**src/rtl/hazard_stall_unit.sv**
```systemverilog
// Hazard/stall unit: load-use and mult/div interlocks feeding the ID-stage
// control-zeroing mux, PC and IF/ID write enables, plus a stall counter.
module hazard_stall_unit #(
  parameter int unsigned MD_LATENCY = 4,
  parameter int unsigned CNT_W      = 16
) (
  input  logic             clk,
  input  logic             rst_n,
  input  logic [4:0]       id_rs,
  input  logic [4:0]       id_rt,
  input  logic             id_uses_rt,
  input  logic             id_hilo_read,
  input  logic             id_md_op,
  input  logic             ex_mem_read,
  input  logic [4:0]       ex_rt,
  input  logic             ex_md_start,
  input  logic             ex_branch_taken,
  output logic             pc_write,
  output logic             ifid_write,
  output logic             ifid_flush,
  output logic             ctrl_sel,
  output logic             md_busy,
  output logic [CNT_W-1:0] stall_count
);

  localparam int unsigned MD_W = 4;

  logic [MD_W-1:0]  md_cnt;
  logic [CNT_W-1:0] stall_cnt;
  logic             load_use;
  logic             md_pending;
  logic             md_stall;
  logic             stall;
  logic             count_en;

  // Hazard detection; a taken branch redirects and masks stall accounting
  always_comb begin
    load_use   = ex_mem_read && (ex_rt != 5'd0) &&
                 ((ex_rt == id_rs) || (id_uses_rt && (ex_rt == id_rt)));
    md_pending = (md_cnt != '0) || ex_md_start;
    md_stall   = md_pending && (id_hilo_read || id_md_op);
    stall      = load_use || md_stall;
    count_en   = stall && !ex_branch_taken;
  end

  // Zero-latency control outputs, forced idle while reset is held
  always_comb begin
    pc_write    = 1'b1;
    ifid_write  = 1'b1;
    ifid_flush  = 1'b0;
    ctrl_sel    = 1'b0;
    md_busy     = 1'b0;
    stall_count = '0;
    if (rst_n) begin
      pc_write    = !stall || ex_branch_taken;
      ifid_write  = !stall || ex_branch_taken;
      ifid_flush  = ex_branch_taken;
      ctrl_sel    = stall || ex_branch_taken;
      md_busy     = (md_cnt != '0);
      stall_count = stall_cnt;
    end
  end

  // Mult/div busy countdown, reloaded on every start pulse
  always_ff @(posedge clk) begin
    if (!rst_n) begin
      md_cnt <= '0;
    end else if (ex_md_start) begin
      md_cnt <= MD_W'(MD_LATENCY);
    end else if (md_cnt != '0) begin
      md_cnt <= md_cnt - MD_W'(1);
    end
  end

  // Saturating stall-cycle counter for performance debug
  always_ff @(posedge clk) begin
    if (!rst_n) begin
      stall_cnt <= '0;
    end else if (count_en && (stall_cnt != '1)) begin
      stall_cnt <= stall_cnt + CNT_W'(1);
    end
  end

endmodule

```
**config.mk**
```make
export PLATFORM = sky130hd
export DESIGN_NAME = hazard_stall_unit
export DESIGN_NICKNAME = d
export VERILOG_FILES = /design/src/rtl/hazard_stall_unit.sv
export SDC_FILE = /design/constraint.sdc
export NUM_CORES = 1
export LEC_CHECK = 0
export BUFFER_PORTS_ARGS = -buffer_cell sky130_fd_sc_hd__buf_2
export CAP_MARGIN = 30
export CORE_AREA = 4 4 59 61
export CTS_CLUSTER_DIAMETER = 200
export CTS_CLUSTER_SIZE = 14
export DETAILED_ROUTE_END_ITERATION = 7
export DIE_AREA = 0 0 63 65
export GPL_TIMING_DRIVEN = 1
export PLACE_DENSITY = 0.81
export SYNTH_ARGS = -nofsm -noshare
export SYNTH_HDL_FRONTEND = slang
export SYNTH_SLANG_ARGS = --single-unit
```
**constraint.sdc**
```tcl
create_clock -name clk -period 2.41 [get_ports clk]
set_input_delay 0.241 -clock clk [delete_from_list [all_inputs] [get_ports clk]]
set_output_delay 0.241 -clock clk [all_outputs]
set_load 0.01 [all_outputs]
```
==> results of run 1 <==
==> critical path, stage by stage, from the launching register on <==
cell     delay [ns]
dfxtp_1        0.34
inv_1          0.07
ha_1           0.18
or3b_1         0.46
o22ai_2        0.25
nand2_1        0.11
o21a_1         0.17
buf_2          0.13
==> power groups by stage <==
| stage | sequential [mW] | combinational, mW | clock [mW] |
|---|---|---|---|
| after floorplan | 0.355 | 0.104 | 0 |
| after CTS | 0.350 | 0.146 | 0.162 |
| final | 0.351 | 0.155 | 0.157 |
| after global placement | 0.357 | 0.141 | 0 |
| after global routing | 0.353 | 0.172 | 0.173 |
| after detailed placement | 0.358 | 0.145 | 0 |
==> per-layer routing <==
metal | vias up | wire length (µm) | GRT usage, %
li1 | 641 | - | -
met1 | 566 | 1370 | 19.4
met2 | 42 | 1330 | 26.0
met3 | 5 | 224 | 3.64
met4 | 0 | 55 | 6.61
met5 | - | 0 | 0
==> flip-flops by register name (all words and copies together) (netlist names) <==
register,count
stall_cnt,16
md_cnt,4
==> cells by family (layout without fill, tap and decap cells) <==
| group | Yosys count | count (layout) | synth area share, % |
|---|---|---|---|
| AO/OA/AOI/OAI | 31 | 31 | 16.7 |
| XOR/XNOR | 14 | 14 | 9.42 |
| adder cells (fa/ha/maj) | 2 | 2 | 1.92 |
| buffers and inverters | 12 | 56 | 4.42 |
| flip-flops | 20 | 20 | 30.8 |
| multiplexers | 5 | 5 | 4.52 |
| AND/OR/NAND/NOR | 75 | 75 | 32.2 |
==> layout by cell type, fill, tap and decap left out, types with 2 or more instances in the layout <==
master	count
buf_2	43
dfxtp_1	20
and2_1	17
nor2_1	14
xnor2_1	12
a21oi_1	11
nand2_1	10
or3_1	9
nand3_1	7
inv_1	5
o21ai_1	5
nor3_1	4
o21ai_0	4
buf_4	4
mux2_1	3
clkbuf_4	3
nand4_1	2
nand2b_1	2
nand3b_1	2
nand4_2	2
a2111oi_2	2
xor2_1	2
a211oi_2	2
ha_1	2
==> layout make-up <==
class                      instances  area, µm²  area share [%]
timing repair buffer              47        245            15.5
inverter                           6       22.5            1.43
tap                               33       41.3            2.61
sequential                        20        400            25.3
clock buffer                       3       22.5            1.43
multi-input combinational        127        848            53.7
==> per-stage QoR <==
| stage | util [%] | area [µm²] | setup slack [ns] |
|---|---|---|---|
| global route | 53.1 | 1580 | 0.0190 |
| floorplan | - | 1300 | 0.366 |
| global placement | 51.4 | 1530 | 0.223 |
| CTS | 52.1 | 1550 | 0.111 |
| finish | 53.1 | 1580 | 0.156 |
| detailed placement | 51.4 | 1530 | 0.127 |
==> what timing repair did <==
item                       4_1_cts  5_1_grt
resized for setup                0        1
setup endpoints to repair        0        3
setup buffers                    0        3
==> worst max path at each step <==
stage              start            to  slack [ns]  cells past startpoint
2_1_floorplan  md_cnt[0]  stall_cnt[2]        0.37                     10
3_3_place_gp   md_cnt[0]  stall_cnt[6]        0.22                      8
3_5_place_dp   md_cnt[0]  stall_cnt[6]        0.13                      8
4_1_cts        md_cnt[0]  stall_cnt[6]        0.11                      8
5_1_grt        md_cnt[0]  stall_cnt[1]        0.02                      9
6_report       md_cnt[0]      ctrl_sel        0.16                      7
==> impl_results.md, run 1 <==
- Number of global-route vias before repair: about 1,200
- Combinational share of power: roughly a quarter
- YS warnings: 0
- DR pass1 iterations: 4
- Core box area: approximately 3000 µm²
- Period minus WS final: 2.25 ns
- Initial DRC Count: between 40 and 50
- Net Count, Synth: between 150 and 200
- H-tree depth: 1
- Slew Limit Fails: 0
- Via count: about 1,300
- Leakage: roughly 0.65 nW
- Startpoint Class: flip-flop
- EDFF count, synth: 0
- Type of the tightest min-delay check: input pin to flip-flop
- Synthesized area: roughly 1300 µm²
- RR Endpoint: stall_cnt[1]
- Critical path class: flip-flop to output pin
- FP Rows: 20
- Reg-to-Reg Start: md_cnt[0]
- Port bufs: 43
- Rel. slew slack: 69.1%
- Hold buffers post-CTS: 0
- Primary FF master, synth: dfxtp_1
- Most frequent cells after synthesis: 20 x dfxtp_1, 17 x and2_1, 14 x nor2_1
- Min-Delay Path Depth: 3
- Final ANT Viol Nets: 0
- Clock slew at reported path FFs: approximately 0.10 ns
- Yosys top cell area share: around 31%
- RSZ-0062 raised after global routing: no
- TritonCTS clock tree: yes
- First-pass GRT wire length: about 5.2 mm
- WP data required: 2.17 ns
- Gpl congestion: between 0.7 and 0.8
- Register-to-Register Path Depth: 9
- Synth Register Bits: 20
- Syn Inst Count: 159
- # clock sinks: 20
- FMAX: 444 MHz
- Gr ovfl total: 0
- # fillers: roughly 290
- Crit Path Max Fanout: 6
- Area leader, netlist: dfxtp_1
- Worst Max-Slew Pin Slew: roughly 0.46 ns
- Cts bufs inserted: 3
- Post-synth ARST share: 0%
- Post-route insts no fill: approximately 240
- Max VDD drop: roughly 0.27 mV
- DP Cell Count: 230
- DR vias/cell: between 5 and 6
- Clock Power Share: around a quarter
- Later-pin clock latency in the skew report: roughly 0.3 ns
- Seq/Total Area, Yosys: 30.8%
- Die area: 4100 µm²
- Setup TNS: 0 ns
- Final Hold Viols: 0
- Switching part of the total: 28.6%
- DP HPWL: approximately 2.2 mm
- Power density over the cells: 419 nW/µm²
- Root buffer cell: clkbuf_4
- DRC Markers: 0
- Sequential share of power: 52.9%
- Pint: roughly 470 µW
- ANT cells: 0
- Syn Area/Cell: 8.18 µm²
- Most instantiated library cell after synthesis: dfxtp_1
- Final setup violation count: 0
- Hold path endpoint: md_cnt[2]
- Number of max-cap violations: 0
- Synth unique cells: between 40 and 50
- Die X: ~63 µm
- Total chip power: around 660 µW
- Drt total wl: approximately 3 mm
- Area growth syn-to-layout: 21.4%
- GRT Overall Usage: approximately 16%
- Worst Skew: ~0.0020 ns
- Largest cells by area after synthesis: dfxtp_1 31%, and2_1 8.2%, xnor2_1 8.1%, or3_1 4.3%, a21oi_1 4.2%
- Hold WS: between 0.2 and 0.25 ns
- Hold_sp: ex_md_start
- Initial Util: about 44%
- Largest net degree at the start of global routing: 22
- Crit end category: output pin
- Share of post-route cells with drive strength above 1: ~31%
- Flop-to-flop setup slack: 0.18 ns
- Status: finished, final reports clean
- Die Ht: 65 µm
- NetSw: 190 µW
- Initial antenna violation count: 0
- WP data arrival: roughly 2 ns
- Max clock buf depth: 2
- Num ports: between 40 and 50
- Post-route clock period utilization: 93.5%
- Drt wl/cell: between 10 and 15 µm
- Final Net Count: 230
Power figures use the tool's default switching activity.
==> run 2, diff against run 1 <==
--- a/config.mk
+++ b/config.mk
@@ -7,13 +7,14 @@
 export LEC_CHECK = 0
 export BUFFER_PORTS_ARGS = -buffer_cell sky130_fd_sc_hd__buf_2
 export CAP_MARGIN = 30
-export CORE_AREA = 4 4 59 61
+export CORE_AREA = 3 3 58 60
 export CTS_CLUSTER_DIAMETER = 200
 export CTS_CLUSTER_SIZE = 14
 export DETAILED_ROUTE_END_ITERATION = 7
-export DIE_AREA = 0 0 63 65
+export DIE_AREA = 0 0 61 63
 export GPL_TIMING_DRIVEN = 1
 export PLACE_DENSITY = 0.81
+export REMOVE_ABC_BUFFERS = 1
 export SYNTH_ARGS = -nofsm -noshare
 export SYNTH_HDL_FRONTEND = slang
 export SYNTH_SLANG_ARGS = --single-unit
==> run 2 against run 1 <==
Effect of this change: non-clock buffer count fell by 3; clock-buffer cell count stayed put; cell count is 0.42% lower; first-iteration DRC count down 55%; wire length shrank 4.8%; maximum frequency rose by 0.57%; sequential cell count unchanged.
==> impl_results.md, run 2 (synthesized netlist as in run 1, its figures left out) <==
- Status: finished, final reports clean
- Crit end category: output pin
- Worst Max-Slew Pin Slew: roughly 0.54 ns
- Final ANT Viol Nets: 0
- FMAX: 446 MHz
- Die area: ~3800 µm²
- Rel. slew slack: a little under two thirds
- Slowest stage delay, CP: ~0.46 ns
- Number of global-route vias before repair: 1,094
- TritonCTS clock tree: yes
- Setup Fix Bufs, Post-CTS: 0
- FP Rows: 20
- Initial DRC Count: 20
- Area growth syn-to-layout: 22.7%
- Drt wl/cell: between 10 and 15 µm
- DP HPWL: between 2 and 2.5 mm
- Startpoint Class: flip-flop
- Core box area: 2980 µm²
- H-tree depth: 1
- NetSw: about 200 µW
- Num ports: 44
- Slowest cell on crit path: or3b_1
- Leakage: approximately 0.65 nW
- Register-to-Register Path Depth: 8
- Sequential share of power: between 40% and 50%
- Pint: between 500 and 600 µW
- Levels on crit path: 7
- Top Registers: stall_cnt (16), md_cnt (4)
- Buffer and inverter count on the worst path: 2
- Initial Util: a little over two fifths
- Final Hold Viols: 0
- Gr ovfl total: 0
- Die Ht: approximately 63 µm
- Type of the tightest min-delay check: input pin to flip-flop
- GRT Overall Usage: about 16%
- Via count: 1,222
- Setup TNS: 0 ns
- Power density over the cells: between 400 and 500 nW/µm²
- Clock slew at reported path FFs: about 0.12 ns
- Post-route core utilization: 53.6%
- Share of post-route cells with drive strength above 1: a little under a third
- Post-route clock period utilization: roughly 93%
- DR vias/cell: 5.20
- Worst Skew: 0.00789 ns
- Final setup violation count: 0
- WP data arrival: about 2 ns
- Combinational share of power: between 10% and 20%
- Biggest register: stall_cnt
- RSZ-0062 raised after global routing: no
- Cts bufs inserted: 3
- CP top delay family: simple AND/OR/NAND/NOR gates
- WP data required: 2.17 ns
- DRC Markers: 0
- # clock sinks: 20
- Port bufs: 43
- Period minus WS final: roughly 2.2 ns
- Crit Path Max Fanout: 6
- Number of max-cap violations: 0
- Slew Limit Fails: 0
- Gpl congestion: a little under 0.8
- Root buffer cell: clkbuf_4
- Max clock buf depth: 2
- Most frequent cells in the layout: 43 x buf_2, 20 x dfxtp_1, 17 x and2_1
- Cell chain of the critical path: inv_1, ha_1, or3b_1, o22ai_2, nand2_1, o21a_1, buf_2
- Switching part of the total: a little over a quarter
- Critical path class: flip-flop to output pin
- Flop-to-flop setup slack: around 0.23 ns
- Later-pin clock latency in the skew report: a little over 0.3 ns
- Most common cell after layout, fill and taps aside: buf_2
- Clock Power Share: a little over a third
- Max VDD drop: roughly 0.29 mV
- Min-Delay Path Depth: 3
- Initial antenna violation count: 0
- Final Net Count: around 230
- Max FFs per register: 16
- Die X: approximately 61 µm
- First-pass GRT wire length: between 4 and 5 mm
- Drt total wl: 2.84 mm
- ANT cells: 0
- Largest net degree at the start of global routing: 22
- DR pass1 iterations: 4
==> run 2: worst paths after layout <==
path / startpoint / end
min: ex_md_start / md_cnt[2]
min reg2reg: stall_cnt[12] / stall_cnt[12]
max reg2reg: md_cnt[0] / stall_cnt[13]
max: md_cnt[0] / ctrl_sel
==> run 2: per-layer routing <==
metal | global-route usage, % | up-vias | part of all wire, %
met4 | 5.15 | 0 | 1.5
met5 | 0 | - | 0
met2 | 22.2 | 18 | 48
li1 | - | 643 | -
met3 | 2.48 | 5 | 3.3
met1 | 23.2 | 556 | 47
==> run 2: tightest hold or removal path, cell delays in order <==
cell     delay (ns)
buf_2          0.11
a21oi_1        0.04
a21oi_1        0.12
==> run 2: power groups by stage <==
stage                     combinational [mW]  clock (mW)  sequential (mW)
final                                  0.147       0.283            0.350
after global routing                   0.166       0.297            0.352
after CTS                              0.145       0.285            0.350
after detailed placement               0.144           0            0.358
after global placement                 0.142           0            0.357
after floorplan                       0.0921           0            0.355
==> run 2: cell type report <==
cell class	instances	area (µm²)
Clock buffer	3	22.5
Clock inverter	1	30.0
Fill cell	292	1380
Inverter	6	22.5
Multi-Input combinational cell	128	857
Sequential cell	20	400
Tap cell	33	41.3
Timing Repair Buffer	44	223
==> run 2: timing repair <==
action / CTS / global route
gates resized for setup: 0 / 1
endpoints found under the setup margin: 0 / 2
hold buffers: 0 / 0
==> run 2: through the flow <==
| step | setup WS (ns) | instances | cell area, µm² | hold slack [ns] | total power, mW |
|---|---|---|---|---|---|
| 2_1_floorplan | 0.355 | 153 | 1270 | 0.410 | 0.447 |
| 3_3_place_gp | 0.217 | 230 | 1530 | 0.490 | 0.499 |
| 3_5_place_dp | 0.142 | 230 | 1530 | 0.502 | 0.501 |
| 4_1_cts | 0.127 | 234 | 1580 | 0.246 | 0.780 |
| 5_1_grt | 0.0408 | 235 | 1600 | 0.264 | 0.815 |
| 6_report | 0.169 | 235 | 1600 | 0.235 | 0.780 |
==> run 3, diff against run 2 <==
==> constraint.sdc (replaced) <==
create_clock -name clk -period 2.41 [get_ports clk]
set_input_delay 0.241 -clock clk [delete_from_list [all_inputs] [get_ports clk]]
set_output_delay 0.241 -clock clk [all_outputs]
set_load 0.1 [all_outputs]
==> run 3 against run 2 <==
Effect of this change: maximum frequency down 4.1%; die area did not move; clock power fell by 31%; sequential cell count unchanged; core utilization shrank 0.25 points; clock-buffer cell count grew 1; clock skew fell by 0.0039 ns; via count decreased by 0.33%; critical path type unchanged; critical endpoint is now ifid_write; largest cell class unchanged.
==> impl_results.md, run 3 (synthesized netlist as in run 1, its figures left out) <==
- Status: finished, final reports clean
- Register-to-Register Path Depth: 8
- Number of max-cap violations: 0
- TritonCTS clock tree: yes
- Power density over the cells: approximately 480 nW/µm²
- Max VDD drop: approximately 0.24 mV
- # clock sinks: 20
- Core box area: about 3000 µm²
- Final Net Count: 228
- Total chip power: about 760 µW
- Drt total wl: roughly 2.8 mm
- Period minus WS final: 2.34 ns
- Slew Limit Fails: 0
- DRC Markers: 0
- Reg-to-Reg Start: md_cnt[0]
- Flop-to-flop setup slack: 0.19 ns
- Most frequent cells in the layout: 40 x buf_2, 20 x dfxtp_1, 17 x and2_1
- Later-pin clock latency in the skew report: ~0.3 ns
- Initial Util: about 44%
- Area growth syn-to-layout: 22.1%
- DR pass1 iterations: 4
- FMAX: ~430 MHz
- ANT cells: 0
- Max clock buf depth: 2
- Port bufs: 43
- Gr ovfl total: 0
- Die Ht: 63 µm
- Hold path endpoint: md_cnt[2]
- Root buffer cell: clkbuf_4
- Biggest register: stall_cnt
- Slowest stage delay, CP: ~0.42 ns
- Cell chain of the critical path: inv_1, ha_1, or3b_4, o22ai_2, nand2_1, nand3b_1, clkbuf_4
- Type of the tightest min-delay check: input pin to flip-flop
- Max FFs per register: 16
- Setup TNS: 0 ns
- Crit end category: output pin
- Final ANT Viol Nets: 0
- Largest net degree at the start of global routing: 22
- Worst Skew: between 0.004 and 0.005 ns
- Post-route clock period utilization: between 90 and 100%
- Cts bufs inserted: 3
- Buffer and inverter count on the worst path: 2
- Initial antenna violation count: 0
- Rel. slew slack: between 60% and 70%
- Worst Max-Slew Pin Slew: ~0.49 ns
- Via count: 1,218
- RSZ-0062 raised after global routing: yes
- Hold buffers post-CTS: 0
- Top Registers: stall_cnt (16), md_cnt (4)
- Min-Delay Path Depth: 3
- GRT Overall Usage: between 10% and 20%
- Most common cell after layout, fill and taps aside: buf_2
- Crit Path Max Fanout: 6
- Post-route core utilization: between 50% and 60%
- Slowest cell on crit path: or3b_4
- FP Rows: 20
- DR vias/cell: ~5.2
- Drt wl/cell: between 10 and 15 µm
- Die area: between 3000 and 4000 µm²
- Final setup violation count: 0
- WP data arrival: about 2.1 ns
- Hold_sp: ex_md_start
- Num ports: 44
- Leakage: 0.650 nW
- WP data required: about 2.2 ns
- CP top delay family: simple AND/OR/NAND/NOR gates
- Setup Fix Bufs, Post-CTS: 0
- RR Endpoint: stall_cnt[6]
- Number of global-route vias before repair: around 1,100
- Share of post-route cells with drive strength above 1: 31.2%
- Final Hold Viols: 0
- H-tree depth: 1
- Gpl congestion: between 0.7 and 0.8
- Startpoint Class: flip-flop
- First-pass GRT wire length: between 4 and 5 mm
- Critical path class: flip-flop to output pin
- Die X: around 61 µm
- Clock slew at reported path FFs: between 0.1 and 0.15 ns
- DP HPWL: approximately 2.2 mm
- Initial DRC Count: 49
## run 3: changes by cell type in the layout (fill, tap and decap cells not counted)
cell       change
buf_2          -3
buf_4          +2
clkbuf_4       +2
a21oi_2        -1
bufinv_16      -1
clkbuf_8       +1
or3b_1         -1
or3b_4         +1
## run 3: worst max path at each step
| stage | end | cells past startpoint | from |
|---|---|---|---|
| after global routing | ifid_write | 7 | md_cnt[0] |
| after detailed placement | stall_cnt[6] | 8 | md_cnt[0] |
| after floorplan | ifid_write | 6 | md_cnt[0] |
| final | ifid_write | 7 | md_cnt[0] |
| after global placement | stall_cnt[6] | 8 | md_cnt[0] |
| after CTS | pc_write | 7 | md_cnt[0] |
## run 3: power breakdown
part | switching [mW] | total (mW) | internal, mW
Combinational | 0.139 | 0.212 | 0.0728
Clock | 0.104 | 0.196 | 0.0921
Sequential | 0.00978 | 0.350 | 0.341
Total | 0.253 | 0.759 | 0.506
## run 3: tightest hold or removal path, stage by stage
cell	delay (ns)
buf_2	0.11
a21oi_1	0.05
a21oi_1	0.12
## run 3: layout make-up
cell class,instances,area (µm²)
clock buffer,4,36.3
fill,283,1390
inverter,6,22.5
multi-input combinational,127,851
sequential,20,400
tap,33,41.3
timing repair buffer,45,238
## run 3: metrics by stage
stage / hold slack (ns) / area (µm²) / instances / worst slack (ns)
6_report: 0.254 / 1590 / 235 / 0.0727
5_1_grt: 0.256 / 1590 / 235 / -0.0406
4_1_cts: 0.253 / 1570 / 235 / -0.0395
3_5_place_dp: 0.496 / 1540 / 231 / 0.132
3_3_place_gp: 0.484 / 1540 / 231 / 0.224
2_1_floorplan: 0.410 / 1270 / 153 / -0.543
## run 3: repair_timing
item,in CTS,in global routing
gates resized for setup,0,6
hold endpoints to repair,0,0
endpoints found under the setup margin,2,11
## run 3: routing by layer
| metal | vias up | share of wire, % | GRT usage (%) |
|---|---|---|---|
| li1 | 638 | - | - |
| met1 | 557 | 47 | 20.9 |
| met2 | 19 | 48 | 23.9 |
| met3 | 4 | 3.1 | 2.69 |
| met4 | 0 | 1.5 | 6.50 |
| met5 | - | 0 | 0 |
